$ cat src/rtl/hangman_link_pkg.sv
// Shared definitions for the hangman host/player serial link:
// frame header, status byte layout and transmitter state encoding.
package hangman_link_pkg;

   localparam logic [7:0] HDR_DEFAULT = 8'h7E;

   localparam int ST_END     = 7;
   localparam int ST_HIT     = 6;
   localparam int ST_COR_MSB = 5;
   localparam int ST_COR_LSB = 3;
   localparam int ST_INC_MSB = 2;
   localparam int ST_INC_LSB = 0;

   typedef enum logic [1:0] {
      IDLE,
      START,
      DATA,
      STOP
   } tx_state_t;

   function automatic logic [7:0] pack_status(
      input logic       game_end,
      input logic       hit,
      input logic [2:0] correct,
      input logic [2:0] incorrect
   );
      logic [7:0] s;
      s                        = '0;
      s[ST_END]                = game_end;
      s[ST_HIT]                = hit;
      s[ST_COR_MSB:ST_COR_LSB] = correct;
      s[ST_INC_MSB:ST_INC_LSB] = incorrect;
      return s;
   endfunction

endpackage

$ cat src/rtl/host_reply_tx_bit_tx.sv
// 8N1 serializer with a byte_valid/byte_ready handshake. A byte offered during
// the last stop-bit cycle is chained directly into the next start bit.
module reply_bit_tx
   import hangman_link_pkg::*;
#(
   parameter int CLKS_PER_BIT = 1042
) (
   input  logic       clk,
   input  logic       rst,
   input  logic       byte_valid,
   input  logic [7:0] byte_data,
   output logic       byte_ready,
   output logic       stop_last,
   output logic       busy,
   output logic       tx_serial
);

   localparam int            BW        = (CLKS_PER_BIT > 1) ? $clog2(CLKS_PER_BIT) : 1;
   localparam logic [BW-1:0] BAUD_LAST = BW'(CLKS_PER_BIT - 1);

   tx_state_t     state_q, state_d;
   logic [BW-1:0] baud_q, baud_d;
   logic [2:0]    bit_idx_q, bit_idx_d;
   logic [7:0]    shift_q, shift_d;
   logic          tx_q, tx_d;
   logic          busy_q, busy_d;
   logic          baud_end;

   always_comb begin
      baud_end   = (baud_q == BAUD_LAST);
      stop_last  = (state_q == STOP) && baud_end;
      byte_ready = (state_q == IDLE) || stop_last;

      state_d    = state_q;
      baud_d     = baud_q + 1'b1;
      bit_idx_d  = bit_idx_q;
      shift_d    = shift_q;
      tx_d       = tx_q;

      // tx_d always carries the line level of the state being entered, so the
      // serial output comes straight from a flop.
      case (state_q)
         IDLE: begin
            baud_d = '0;
            if (byte_valid) begin
               state_d = START;
               shift_d = byte_data;
               tx_d    = 1'b0;
            end
         end
         START: begin
            if (baud_end) begin
               state_d   = DATA;
               baud_d    = '0;
               bit_idx_d = '0;
               tx_d      = shift_q[0];
            end
         end
         DATA: begin
            if (baud_end) begin
               baud_d = '0;
               if (bit_idx_q == 3'd7) begin
                  state_d = STOP;
                  tx_d    = 1'b1;
               end else begin
                  bit_idx_d = bit_idx_q + 3'd1;
                  tx_d      = shift_q[bit_idx_q + 3'd1];
               end
            end
         end
         STOP: begin
            if (baud_end) begin
               baud_d = '0;
               if (byte_valid) begin
                  state_d = START;
                  shift_d = byte_data;
                  tx_d    = 1'b0;
               end else begin
                  state_d = IDLE;
                  tx_d    = 1'b1;
               end
            end
         end
         default: begin
            state_d = IDLE;
            baud_d  = '0;
            tx_d    = 1'b1;
         end
      endcase

      busy_d = (state_d != IDLE);
   end

   always_ff @(posedge clk) begin
      if (rst) begin
         state_q   <= IDLE;
         baud_q    <= '0;
         bit_idx_q <= '0;
         shift_q   <= '0;
         tx_q      <= 1'b1;
         busy_q    <= 1'b0;
      end else begin
         state_q   <= state_d;
         baud_q    <= baud_d;
         bit_idx_q <= bit_idx_d;
         shift_q   <= shift_d;
         tx_q      <= tx_d;
         busy_q    <= busy_d;
      end
   end

   assign busy      = busy_q;
   assign tx_serial = tx_q;

endmodule

$ cat src/rtl/host_reply_tx.sv
// Host reply transmitter: captures each evaluated guess into a one-entry slot
// and sends it as a 4-byte 8N1 frame {HDR, letter, status, checksum}.
module host_reply_tx
   import hangman_link_pkg::*;
#(
   parameter int         CLKS_PER_BIT = 1042,
   parameter logic [7:0] HDR          = HDR_DEFAULT
) (
   input  logic       clk,
   input  logic       rst,
   input  logic       status_valid,
   input  logic [7:0] letter,
   input  logic       hit,
   input  logic [2:0] correct,
   input  logic [2:0] incorrect,
   input  logic       game_end,
   output logic       status_ready,
   output logic       busy,
   output logic       tx_serial,
   output logic       frame_done,
   output logic       overrun
);

   logic            slot_full_q, slot_full_d;
   logic [7:0]      slot_letter_q, slot_letter_d;
   logic [7:0]      slot_status_q, slot_status_d;
   // b1..b3 of the frame in flight; b0 is always HDR and is fed directly.
   logic [2:0][7:0] frame_q, frame_d;
   logic [1:0]      byte_idx_q, byte_idx_d;
   logic            status_ready_q, status_ready_d;
   logic            overrun_q, overrun_d;
   logic            frame_done_q, frame_done_d;

   logic            ser_valid;
   logic [7:0]      ser_data;
   logic [7:0]      next_byte;
   logic            ser_ready;
   logic            ser_stop_last;
   logic            ser_busy;
   logic            load;
   logic            capture;

   always_comb begin
      case (byte_idx_q)
         2'd0:    next_byte = frame_q[0];
         2'd1:    next_byte = frame_q[1];
         default: next_byte = frame_q[2];
      endcase

      // While a frame runs, only its remaining bytes are offered; a queued
      // slot is offered only once the serializer is back in IDLE.
      ser_valid = ser_busy ? (byte_idx_q != 2'd3) : slot_full_q;
      ser_data  = ser_busy ? next_byte : HDR;
      load      = !ser_busy && slot_full_q && ser_ready;
      capture   = status_valid && status_ready_q;

      slot_full_d   = slot_full_q;
      slot_letter_d = slot_letter_q;
      slot_status_d = slot_status_q;
      frame_d       = frame_q;
      byte_idx_d    = byte_idx_q;
      overrun_d     = overrun_q | (status_valid & ~status_ready_q);

      if (load) begin
         slot_full_d = 1'b0;
         frame_d     = {HDR ^ slot_letter_q ^ slot_status_q, slot_status_q, slot_letter_q};
         byte_idx_d  = 2'd0;
      end else if (ser_valid && ser_ready) begin
         byte_idx_d = byte_idx_q + 2'd1;
      end

      if (capture) begin
         slot_full_d   = 1'b1;
         slot_letter_d = letter;
         slot_status_d = pack_status(game_end, hit, correct, incorrect);
      end

      status_ready_d = ~slot_full_d;
      frame_done_d   = ser_stop_last && (byte_idx_q == 2'd3);
   end

   always_ff @(posedge clk) begin
      if (rst) begin
         slot_full_q    <= 1'b0;
         slot_letter_q  <= '0;
         slot_status_q  <= '0;
         frame_q        <= '0;
         byte_idx_q     <= '0;
         status_ready_q <= 1'b1;
         overrun_q      <= 1'b0;
         frame_done_q   <= 1'b0;
      end else begin
         slot_full_q    <= slot_full_d;
         slot_letter_q  <= slot_letter_d;
         slot_status_q  <= slot_status_d;
         frame_q        <= frame_d;
         byte_idx_q     <= byte_idx_d;
         status_ready_q <= status_ready_d;
         overrun_q      <= overrun_d;
         frame_done_q   <= frame_done_d;
      end
   end

   reply_bit_tx #(
      .CLKS_PER_BIT(CLKS_PER_BIT)
   ) u_bit_tx (
      .clk       (clk),
      .rst       (rst),
      .byte_valid(ser_valid),
      .byte_data (ser_data),
      .byte_ready(ser_ready),
      .stop_last (ser_stop_last),
      .busy      (ser_busy),
      .tx_serial (tx_serial)
   );

   assign status_ready = status_ready_q;
   assign busy         = ser_busy;
   assign frame_done   = frame_done_q;
   assign overrun      = overrun_q;

endmodule
$ cat config.mk
export PLATFORM = sky130hd
export DESIGN_NAME = host_reply_tx
export DESIGN_NICKNAME = d
export VERILOG_FILES = /design/src/rtl/hangman_link_pkg.sv /design/src/rtl/host_reply_tx_bit_tx.sv /design/src/rtl/host_reply_tx.sv
export SDC_FILE = /design/constraint.sdc
export NUM_CORES = 1
export LEC_CHECK = 0
export ABC_AREA = 1
export ABC_CLOCK_PERIOD_IN_PS = 2400
export BUFFER_PORTS_ARGS = -buffer_cell sky130_fd_sc_hd__buf_2
export CORE_MARGIN = 8
export CORE_UTILIZATION = 40
export CTS_CLUSTER_SIZE = 8
export DETAILED_ROUTE_END_ITERATION = 16
export PLACE_DENSITY = 0.62
export SYNTH_ARGS = -nofsm -noshare
export SYNTH_HDL_FRONTEND = slang
export SYNTH_HIERARCHICAL = 1
export SYNTH_SLANG_ARGS = --single-unit
$ cat constraint.sdc
create_clock -name clk -period 2.4 [get_ports clk]
set_clock_uncertainty 0.2 [all_clocks]
set_input_delay 0.24 -clock clk [delete_from_list [all_inputs] [get_ports clk]]
set_output_delay 0.24 -clock clk [all_outputs]
set_load 0.03 [all_outputs]
==> metrics.md <==
| Metric | Value |
|---|---|
| Outcome | finished, final reports clean |
| FILL cells | 817 |
| Final Wtd Congestion | 0.801 |
| Min cycle time layout | 2080 ps |
| Number of synthesized flops with an enable pin | 0 |
| Sw power | 1.32 mW |
| Routed length per instance | 11.2 µm |
| CP Capture Type | flop |
| 1st-iter DRT viols | 67 |
| Gate power share | 31.5% |
| DRC viols | 0 |
| DPL Wire Length | 4.96 mm |
| Register area share after synthesis | 43.5% |
| Worst vdd ir | 0.372 mV |
| Critical path launch point type | flop |
| Clock transition at path regs | 80 ps |
| Top FF cell, synth | dfxtp_1 |
| Clk_lat worst skew | 340 ps |
| Final setup violation count | 0 |
| Vias/cell | 4.63 |
| Post-synth ARST share | 0% |
| Multi-input logic area | 1570 µm² |
| FF-to-FF path depth | 9 |
| Clock power share | 27.1% |
| Rows | 33 |
| Worst path arrival time | 2160 ps |
| Initial core utilization | 40.8% |
| Gr usage total | 12.7% |
| H-tree depth | 3 |
| Root Driver | clkbuf_8 |
| Register area | 1440 µm² |
| Vias in the first global route | 2828 |
| Slowest CP cell | dfxtp_1 |
| R2R setup slack | 320 ps |
| Setup WS post-layout | 321 ps |
| Initial antenna violation count | 0 |
| Post-CTS setup buffer count | 0 |
| Layout cells sized above 1 | 14.0% |
| Antenna cells | 0 |
| Die extent in x | 107 µm |
| Reg-to-Reg End | frame_q[5]$_SDFFE_PP0P_ |
| Yosys Warn Count | 6 |
| Kind of critical path | reg -> reg |
| Global-route wire length before repair | 12.0 mm |
| Core area | 8130 µm² |
| Part of the power in registers | 41.4% |
| Fin. max-slew vios | 0 |
| Slew margin rel. | 64.0% |
| Worst-path cell chain | ha_1 -> nand4_1 -> nor2_4 -> nand2_4 -> nand2_8 -> nand3_4 -> clkinvlp_2 -> nand2_1 -> a21oi_2 |
| Switching power share of the total | 36.1% |
| CP required | 2490 ps |
| Area of the die | 11500 µm² |
| FF+latch count, synth | 72 |
| Routed Wire Length | 6.92 mm |
| RSZ-0062 raised after global routing | false |
| Critical Path Source | u_bit_tx/baud_q[0]$_SDFF_PP0_ |
| CTS tree | yes |
| TritonCTS buffer count | 9 |
| Max-cap violations | 0 |
| Max Clk Rate | 481 MHz |
| R2r startpoint | u_bit_tx/baud_q[0]$_SDFF_PP0_ |
| Pleak | 1.71 nW |
| PwrDens | 926 nW/µm² |
| Clock tree buffer depth | 2 |
| Min-delay worst type | reg -> reg |
| Syn Area/Cell | 7.20 µm² |
| Worst Tran Pin Value | 539 ps |
| Vias after detailed routing | 2863 |
| Final Hold Viols | 0 |
| CP Max Fanout | 16 |
| # port buffers | 23 |
| Die Y | 107 µm |
| Setup TNS | 0 ps |
| CTS Sinks | 72 |
| Synth Net Count | 487 |
| Post-route ant nets | 0 |
| Capture point of the worst path | frame_q[5]$_SDFFE_PP0P_ |
| Worst path max stage delay | 380 ps |
| Final net count | 534 |
| # IOs | 24 |
| Pin count of the biggest net entering global routing | 31 |
| Grt ovf | 0 |
| Final period utilization | 86.6% |
| Mapped Cells | 461 |
| Internal cell power | 2.32 mW |
| Syn Std Cell Area | 3320 µm² |
| Distinct cells, synth | 34 |
| Pre-CTS setup slack | 166 ps |
| Drt first pass iters | 4 |
| P&R area growth vs syn | 18.4% |
final cells by class:
| class | instances | share of cell area (%) |
|---|---|---|
| Clock buffer | 12 | 3.95 |
| Multi-Input combinational cell | 312 | 39.9 |
| Tap cell | 105 | 3.35 |
| Timing Repair Buffer | 43 | 7.90 |
| Clock inverter | 4 | 1.31 |
| Sequential cell | 72 | 36.7 |
| Inverter | 69 | 6.75 |
| Timing Repair inverter | 1 | 0.127 |
worst min-delay path by stage:
stage | startpoint | endpoint | slack [ps] | depth (start not counted)
floorplan | rst | slot_full_q$_SDFF_PP0_ | 110 | 1
global placement | frame_q[18]$_SDFFE_PP0P_ | frame_q[18]$_SDFFE_PP0P_ | 230 | 2
detailed placement | frame_q[18]$_SDFFE_PP0P_ | frame_q[18]$_SDFFE_PP0P_ | 240 | 2
CTS | frame_q[15]$_SDFFE_PP0P_ | frame_q[15]$_SDFFE_PP0P_ | 260 | 2
global route | frame_q[21]$_SDFFE_PP0P_ | frame_q[21]$_SDFFE_PP0P_ | 280 | 2
finish | frame_q[15]$_SDFFE_PP0P_ | frame_q[15]$_SDFFE_PP0P_ | 250 | 2
Yosys cell counts, drive strengths merged (3+ instances only):
cell type | number | area, µm²
a21oi | 37 | 204
buf | 5 | 40.0
clkbuf | 4 | 16.3
dfxtp | 72 | 1440
ha | 7 | 87.6
inv | 67 | 254
nand2 | 110 | 452
nand3 | 25 | 143
nor2 | 72 | 303
nor3 | 3 | 15.0
o211ai | 8 | 60.1
o21ai | 32 | 160
xnor2 | 6 | 52.6
xor2 | 3 | 26.3
cells by family after synthesis:
kind of cell               share of synthesized area, %
xor gates and xnor gates                           2.38
adders and majority gates                          2.64
DFF                                                43.5
buffers and inverters                              9.58
AOI/OAI and AO/OA                                  13.4
and+or+nand+nor                                    28.5
registers in the layout, summed over array words and instances, names as in the netlist, 2 cells and up:
signal	cells
byte_idx_q	2
frame_q	24
slot_letter_q	8
slot_status_q	8
u_bit_tx/baud_q	11
u_bit_tx/bit_idx_q	3
u_bit_tx/shift_q	8
u_bit_tx/state_q	2
worst max-delay path, delay by kind of cell (launching register included):
kind,cells,cell delay (ps)
compound gates,1,110
buf+inv,1,230
simple gates,6,920
fa+ha+maj,1,180
flops,1,380
metal layers:
metal	GRT usage, %	wire length [µm]	part of all wire, %	vias up
met5	0	0	0	-
met4	5.03	64	0.92	0
met3	4.20	228	3.3	6
met2	21.6	3290	48	46
met1	14.3	3340	48	1273
li1	-	-	-	1538
power groups by stage:
stage               clock network (mW)  logic (mW)  registers, mW
floorplan                            0       0.860           1.54
global placement                     0        1.09           1.53
detailed placement                   0        1.10           1.53
CTS                               1.03        1.13           1.51
global route                      1.08        1.31           1.53
finish                           0.986        1.14           1.51
placed cells by master, fill, tap and decap left out, types with 5 or more instances in the layout:
cell	n
a21oi_1	32
a21oi_2	5
buf_2	23
clkbuf_8	11
dfxtp_1	72
dlygate4sd3_1	18
ha_1	7
inv_1	63
nand2_1	104
nand3_1	23
nor2_1	61
nor2_2	10
o211ai_1	8
o21ai_0	32
xnor2_1	6
metrics by stage:
step                      hold slack, ps  utilization (%)  cell area, µm²  total power [mW]  cells
after detailed placement             238             43.3            3520              2.64    582
after floorplan                      108                -            3320              2.40    461
after CTS                            256             48.1            3910              3.67    616
after global routing                 276             48.3            3930              3.92    618
final                                251             48.3            3930              3.64    618
after global placement               232             43.3            3520              2.62    582
timing repair:
action,4_1_cts,5_1_grt
gates resized for setup,0,1
hold buffers,18,0
setup endpoints to repair,0,8
hold endpoints to repair,19,0
(Power assumes the default switching activity.)
